--- src/rtl/spi_pkg.sv ---
// Shared SPI definitions: the four clock-mode encodings and a lookup helper.
package spi_pkg;

   typedef struct packed {
      logic cpol;
      logic cpha;
   } spi_mode_t;

   localparam spi_mode_t SPI_MODE0 = '{cpol: 1'b0, cpha: 1'b0};
   localparam spi_mode_t SPI_MODE1 = '{cpol: 1'b0, cpha: 1'b1};
   localparam spi_mode_t SPI_MODE2 = '{cpol: 1'b1, cpha: 1'b0};
   localparam spi_mode_t SPI_MODE3 = '{cpol: 1'b1, cpha: 1'b1};

   function automatic spi_mode_t spi_mode(input int unsigned n);
      case (n)
         1:       return SPI_MODE1;
         2:       return SPI_MODE2;
         3:       return SPI_MODE3;
         default: return SPI_MODE0;
      endcase
   endfunction

endpackage

--- src/rtl/spi_sync_edge.sv ---
// Two-flop synchronizer for one asynchronous pin, with rise/fall strobes
// taken one cycle after the second stage.
module spi_sync_edge #(
   parameter bit RST_VAL = 1'b0
) (
   input  logic clk,
   input  logic rst_n,
   input  logic i_async,
   output logic o_sync,
   output logic o_rise,
   output logic o_fall
);

   logic r_meta;
   logic r_sync;
   logic r_prev;

   always_ff @(posedge clk or negedge rst_n) begin
      if (!rst_n) begin
         r_meta <= RST_VAL;
         r_sync <= RST_VAL;
         r_prev <= RST_VAL;
      end else begin
         r_meta <= i_async;
         r_sync <= r_meta;
         r_prev <= r_sync;
      end
   end

   assign o_sync = r_sync;
   assign o_rise = r_sync & ~r_prev;
   assign o_fall = ~r_sync & r_prev;

endmodule

--- src/rtl/spi_slave_mode.sv ---
// SPI slave with configurable mode, word width and bit order; word-level
// valid/ready handshakes on both directions with overrun/underrun pulses.
module spi_slave_mode
   import spi_pkg::*;
#(
   parameter int DATA_W    = 8,
   parameter bit CPOL      = 1'b0,
   parameter bit CPHA      = 1'b0,
   parameter bit MSB_FIRST = 1'b1
) (
   input  logic              clk,
   input  logic              rst_n,
   input  logic              sclk,
   input  logic              cs_n,
   input  logic              mosi,
   output logic              miso,
   output logic              miso_oe,
   input  logic [DATA_W-1:0] tx_data,
   input  logic              tx_valid,
   output logic              tx_ready,
   output logic [DATA_W-1:0] rx_data,
   output logic              rx_valid,
   input  logic              rx_ready,
   output logic              rx_overrun,
   output logic              tx_underrun
);

   localparam int              CNT_W    = $clog2(DATA_W);
   localparam logic [CNT_W-1:0] LAST_BIT = CNT_W'(DATA_W - 1);
   localparam spi_mode_t        MODE     = '{cpol: CPOL, cpha: CPHA};
   // bit 0 = sclk, bit 1 = cs_n, bit 2 = mosi
   localparam logic [2:0]       SYNC_IDLE = {1'b0, 1'b1, CPOL};

   logic [2:0] w_pins;
   logic [2:0] w_sync;
   logic [2:0] w_rise;
   logic [2:0] w_fall;

   assign w_pins = {mosi, cs_n, sclk};

   for (genvar gi = 0; gi < 3; gi++) begin : g_sync
      spi_sync_edge #(
         .RST_VAL(SYNC_IDLE[gi])
      ) u_sync (
         .clk    (clk),
         .rst_n  (rst_n),
         .i_async(w_pins[gi]),
         .o_sync (w_sync[gi]),
         .o_rise (w_rise[gi]),
         .o_fall (w_fall[gi])
      );
   end

   logic w_unused_sync;
   assign w_unused_sync = w_sync[0] ^ w_rise[2] ^ w_fall[2];

   logic w_active;
   logic w_mosi_s;
   logic w_cs_fall;
   logic w_cs_rise;
   logic w_lead;
   logic w_trail;
   logic w_sample_edge;
   logic w_shift_edge;

   assign w_active  = ~w_sync[1];
   assign w_mosi_s  = w_sync[2];
   assign w_cs_fall = w_fall[1];
   assign w_cs_rise = w_rise[1];
   assign w_lead    = MODE.cpol ? w_fall[0] : w_rise[0];
   assign w_trail   = MODE.cpol ? w_rise[0] : w_fall[0];

   assign w_sample_edge = (MODE.cpha ? w_trail : w_lead) & w_active;
   assign w_shift_edge  = (MODE.cpha ? w_lead : w_trail) & w_active;

   logic [CNT_W-1:0]  r_bit_cnt;
   logic              r_word_end;
   logic [DATA_W-1:0] r_rx_shift;
   logic [DATA_W-1:0] r_rx_data;
   logic              r_rx_valid;
   logic              r_rx_overrun;
   logic [DATA_W-1:0] w_rx_shift_next;
   logic              w_word_done;

   assign w_rx_shift_next = MSB_FIRST ? {r_rx_shift[DATA_W-2:0], w_mosi_s}
                                      : {w_mosi_s, r_rx_shift[DATA_W-1:1]};
   assign w_word_done     = w_sample_edge & (r_bit_cnt == LAST_BIT);

   // r_word_end marks "last sample taken, next shift edge is the boundary"
   always_ff @(posedge clk or negedge rst_n) begin
      if (!rst_n) begin
         r_bit_cnt  <= '0;
         r_word_end <= 1'b0;
         r_rx_shift <= '0;
      end else if (w_cs_rise || w_cs_fall) begin
         r_bit_cnt  <= '0;
         r_word_end <= 1'b0;
         r_rx_shift <= '0;
      end else begin
         if (w_sample_edge) begin
            r_rx_shift <= w_rx_shift_next;
            r_bit_cnt  <= w_word_done ? '0 : r_bit_cnt + CNT_W'(1);
         end
         if (w_word_done) begin
            r_word_end <= 1'b1;
         end else if (w_shift_edge) begin
            r_word_end <= 1'b0;
         end
      end
   end

   always_ff @(posedge clk or negedge rst_n) begin
      if (!rst_n) begin
         r_rx_data    <= '0;
         r_rx_valid   <= 1'b0;
         r_rx_overrun <= 1'b0;
      end else begin
         r_rx_overrun <= 1'b0;
         if (r_rx_valid && rx_ready) begin
            r_rx_valid <= 1'b0;
         end
         // a word finishing while the previous one is unread is dropped
         if (w_word_done) begin
            if (!r_rx_valid) begin
               r_rx_data  <= w_rx_shift_next;
               r_rx_valid <= 1'b1;
            end else begin
               r_rx_overrun <= 1'b1;
            end
         end
      end
   end

   logic [DATA_W-1:0] r_hold;
   logic              r_hold_full;
   logic [DATA_W-1:0] r_tx_shift;
   logic              r_tx_underrun;
   logic              w_tx_load;
   logic              w_word_start;
   logic              w_tx_advance;
   logic              w_tx_bit;

   assign w_tx_load    = tx_valid & ~r_hold_full;
   assign w_word_start = w_cs_fall | (w_shift_edge & r_word_end);
   // the first leading edge of a CPHA=1 word finds the counter at 0 and
   // must keep the bit presented at word start
   assign w_tx_advance = w_shift_edge & ~r_word_end & (r_bit_cnt != '0);
   assign w_tx_bit     = MSB_FIRST ? r_tx_shift[DATA_W-1] : r_tx_shift[0];

   always_ff @(posedge clk or negedge rst_n) begin
      if (!rst_n) begin
         r_hold        <= '0;
         r_hold_full   <= 1'b0;
         r_tx_shift    <= '0;
         r_tx_underrun <= 1'b0;
      end else begin
         r_tx_underrun <= 1'b0;
         if (w_tx_load) begin
            r_hold      <= tx_data;
            r_hold_full <= 1'b1;
         end
         // a load in the same cycle only reaches the hold register, so a
         // word start here sees the previous (empty) state
         if (w_word_start) begin
            if (r_hold_full) begin
               r_tx_shift  <= r_hold;
               r_hold_full <= 1'b0;
            end else begin
               r_tx_shift    <= '0;
               r_tx_underrun <= 1'b1;
            end
         end else if (w_tx_advance) begin
            r_tx_shift <= MSB_FIRST ? {r_tx_shift[DATA_W-2:0], 1'b0}
                                    : {1'b0, r_tx_shift[DATA_W-1:1]};
         end
      end
   end

   assign miso        = w_active & w_tx_bit;
   assign miso_oe     = w_active;
   assign tx_ready    = ~r_hold_full;
   assign rx_data     = r_rx_data;
   assign rx_valid    = r_rx_valid;
   assign rx_overrun  = r_rx_overrun;
   assign tx_underrun = r_tx_underrun;

endmodule

--- config.mk ---
export PLATFORM = sky130hd
export DESIGN_NAME = spi_slave_mode
export DESIGN_NICKNAME = d
export VERILOG_FILES = /design/src/rtl/spi_pkg.sv /design/src/rtl/spi_sync_edge.sv /design/src/rtl/spi_slave_mode.sv
export SDC_FILE = /design/constraint.sdc
export NUM_CORES = 1
export LEC_CHECK = 0
export ABC_CLOCK_PERIOD_IN_PS = 1900
export CAP_MARGIN = 20
export CORE_MARGIN = 5
export CORE_UTILIZATION = 53
export CTS_CLUSTER_DIAMETER = 30
export CTS_CLUSTER_SIZE = 30
export DETAILED_ROUTE_END_ITERATION = 16
export GPL_TIMING_DRIVEN = 0
export MAX_ROUTING_LAYER = met4
export PLACE_DENSITY_LB_ADDON = 0.15
export SLEW_MARGIN = 20
export SYNTH_ARGS = -nofsm -noshare
export SYNTH_HDL_FRONTEND = slang
export SYNTH_SLANG_ARGS = --single-unit
--- constraint.sdc ---
create_clock -name clk -period 1.9 [get_ports clk]
set_input_delay 0.19 -clock clk [delete_from_list [all_inputs] [get_ports clk]]
set_output_delay 0.19 -clock clk [all_outputs]
set_load 0.05 [all_outputs]
==> results.toml <==
[cts]
cts_tree = "yes"
clk_path_buf_depth = 2
cts.clk_slew.worst_paths_ns = 0.08
post_cts_buffers = 0
cts_buffers = 5
insertion_delay_ns = 0.30
htree_levels = 2
cts_root_buf = "clkbuf_8"
cts_sinks = 47

[timing]
hold_viol = 0
worst_pin_slew_ns = 0.534
slew_viol_final = 0
rsz0062_at_grt = "no"
period_needed_ns = 1.82
period_share = 0.957
slew_headroom = 0.644
fin_skew_ns = 0.00822
max_freq_mhz = 550
final-setup-viol-count = 0

[routing]
drtPass1Iterations = 4
drtIter0Drc = 100
ant_nets = 0
viasPerCell = 5.36
route.detailed.drc = 0
routed_wl_um = 3570
wl_per_cell_um = 14.4
routed-via-count = 1329

[pwr]
vdd_drop_max_uv = 447
p_leak_uw = 0.00110
fin_total_pwr_uw = 2310
cellPowerDensity_mw_per_mm2 = 922

[logic_synthesis]
synth_flop_cell = "dfrtp_1"
ys_ff_latch = 47
yosys.area.top_type = "dfrtp_1"
ys_types = 34
netlist_top_cells_area = "dfrtp_1 55%, mux2_2 9.1%, nand2_1 4.7%"
syn_area_per_cell_um2 = 12.3
postSynthNetCount = 181
syn_inst = 162
synth_area_mm2 = 0.00199
async_flop_share = 1.00
synth_edf_count = 0
ys_seq_area_frac = 0.593
yosys.area.top_type_share = 0.554
yosysWarnings = 0

[floorplan]
start_util = 0.543
io_pins = 29
die_h_um = 71.2
dieArea_mm2 = 0.00508
core_area_mm2 = 0.00366
rows = 22
die_w_um = 71.2

[finish]
syn_to_final_growth_pct = 25.8
layout_common_cells = "44 x dfrtp_1, 25 x nand2_1, 24 x clkdlybuf4s50_1, 16 x mux2_2, 10 x a21boi_0"
nets = 218
seqCellArea_mm2 = 0.00118
final_area_mm2 = 0.00250
layout-drive-gt1-share = 0.210
stdcell_count = 248
antenna_cells = 0
multi_input_area_um2 = 744
final_common_cell = "dfrtp_1"
fill_cells = 290

[setup_path]
crit_fanout = 10
cp-end-kind = "flop"
ff2ff_setup_slack_ns = 0.08
crit_required_ns = 2.08
crit_type = "reg2reg"
cp-start-kind = "flop"
cp.arrival_ns = 2.00

[global_route]
antenna_found_initial = 0
grt.total_usage = 0.163
grt_max_degree = 27
grt_pass1_vias = 1405
grt_pass1_wl_um = 6340
grt-ovfl-total = 0

[placement]
dp_cells = 239
hpwl_um = 2650
gp_congestion = 0.771
port_buffers = 28
placed_cell_area_mm2 = 0.00238

[outcome]
outcome = "completed"

[job]
maxCapViolCount = 0

[min_path]
hp-class = "in2reg"
## worst paths after layout
path,depth (start not counted),startpoint,end
min in group asynchronous,2,rst_n,r_tx_shift[6]$_DFFE_PN0P_
hold reg to reg,0,g_sync[2].u_sync.r_meta$_DFF_PN0_,g_sync[2].u_sync.o_sync$_DFF_PN0_
hold / removal,1,cs_n,g_sync[1].u_sync.r_meta$_DFF_PN1_
setup reg to reg,7,g_sync[1].u_sync.o_sync$_DFF_PN1_,r_tx_shift[0]$_DFFE_PN0P_
setup / recovery,7,g_sync[1].u_sync.o_sync$_DFF_PN1_,r_tx_shift[0]$_DFFE_PN0P_
max in group asynchronous,3,rst_n,g_sync[1].u_sync.r_meta$_DFF_PN1_
## registers in the layout (all words and copies together), names as in the netlist
signal and cells:
r_hold 8, r_tx_shift 8, rx_data 8, r_rx_shift 7, g_sync.u_sync.o_sync 3, g_sync.u_sync.r_meta 3
r_bit_cnt 3, g_sync.u_sync.r_prev 2, r_hold_full 1, r_word_end 1, rx_overrun 1, rx_valid 1
tx_underrun 1
## routing by layer
layer / routed length, µm / part of all wire / track usage / vias up
met5: 0 / 0 / - / -
met4: 81 / 0.023 / 0.0689 / 0
met3: 109 / 0.031 / 0.0435 / 9
met2: 1830 / 0.51 / 0.259 / 20
met1: 1550 / 0.43 / 0.197 / 657
li1: - / - / - / 643
## logic make-up (layout without fill, tap and decap cells)
family | after synthesis | count (layout) | share of synthesized area
mux | 16 | 16 | 0.0906
compound gates | 38 | 38 | 0.138
simple gates | 42 | 42 | 0.114
buf+inv | 15 | 53 | 0.0384
fa+ha+maj | 4 | 4 | 0.0252
flops | 47 | 47 | 0.593
## worst max-delay path, cell delays in order, from the launching register on
cell	delay (ns)
dfstp_2	0.54
buf_6	0.13
clkinvlp_4	0.11
ha_4	0.16
clkbuf_8	0.15
or2_4	0.23
buf_6	0.13
a32o_2	0.25
## synth_stat cells (all sizes together), types with 2 or more instances
cell type,instances
clkbuf,5
a21boi,11
buf,5
nand2,25
a311oi,7
ha,4
inv,5
nor2b,3
a22oi,7
dfrtp,44
nor2,2
o21ai,9
dfstp,3
nor3b,2
or3b,2
mux2,16
## power by group
part | switching [µW] | internal [µW] | total [µW]
clock | 315 | 425 | 740
combinational | 192 | 179 | 371
sequential | 68.5 | 1130 | 1200
total | 575 | 1730 | 2310
## layout make-up
class,instances,share of cell area
Tap cell,48,0.0240
Clock buffer,6,0.0330
Clock inverter,2,0.0140
Timing Repair Buffer,30,0.124
Sequential cell,47,0.472
Multi-Input combinational cell,100,0.298
Buffer,10,0.0270
Inverter,5,0.00900
## what timing repair did
action                     4_1_cts  5_1_grt
gates resized for setup          3        0
hold buffers                     1        0
hold endpoints to repair        19        0
setup endpoints to repair        3        0
## per-stage QoR
stage / utilization / TNS, ns / setup WS [ns] / hold slack (ns)
floorplan: - / -0.110 / -0.110 / -0.106
global placement: 0.643 / -22.82 / -0.515 / 0.341
detailed placement: 0.649 / 0 / 0.0876 / 0.202
CTS: 0.683 / 0 / 0.0772 / 0.307
global route: 0.683 / 0 / 0.0326 / 0.298
finish: 0.683 / 0 / 0.0819 / 0.309
Power figures use the tool's default switching activity.
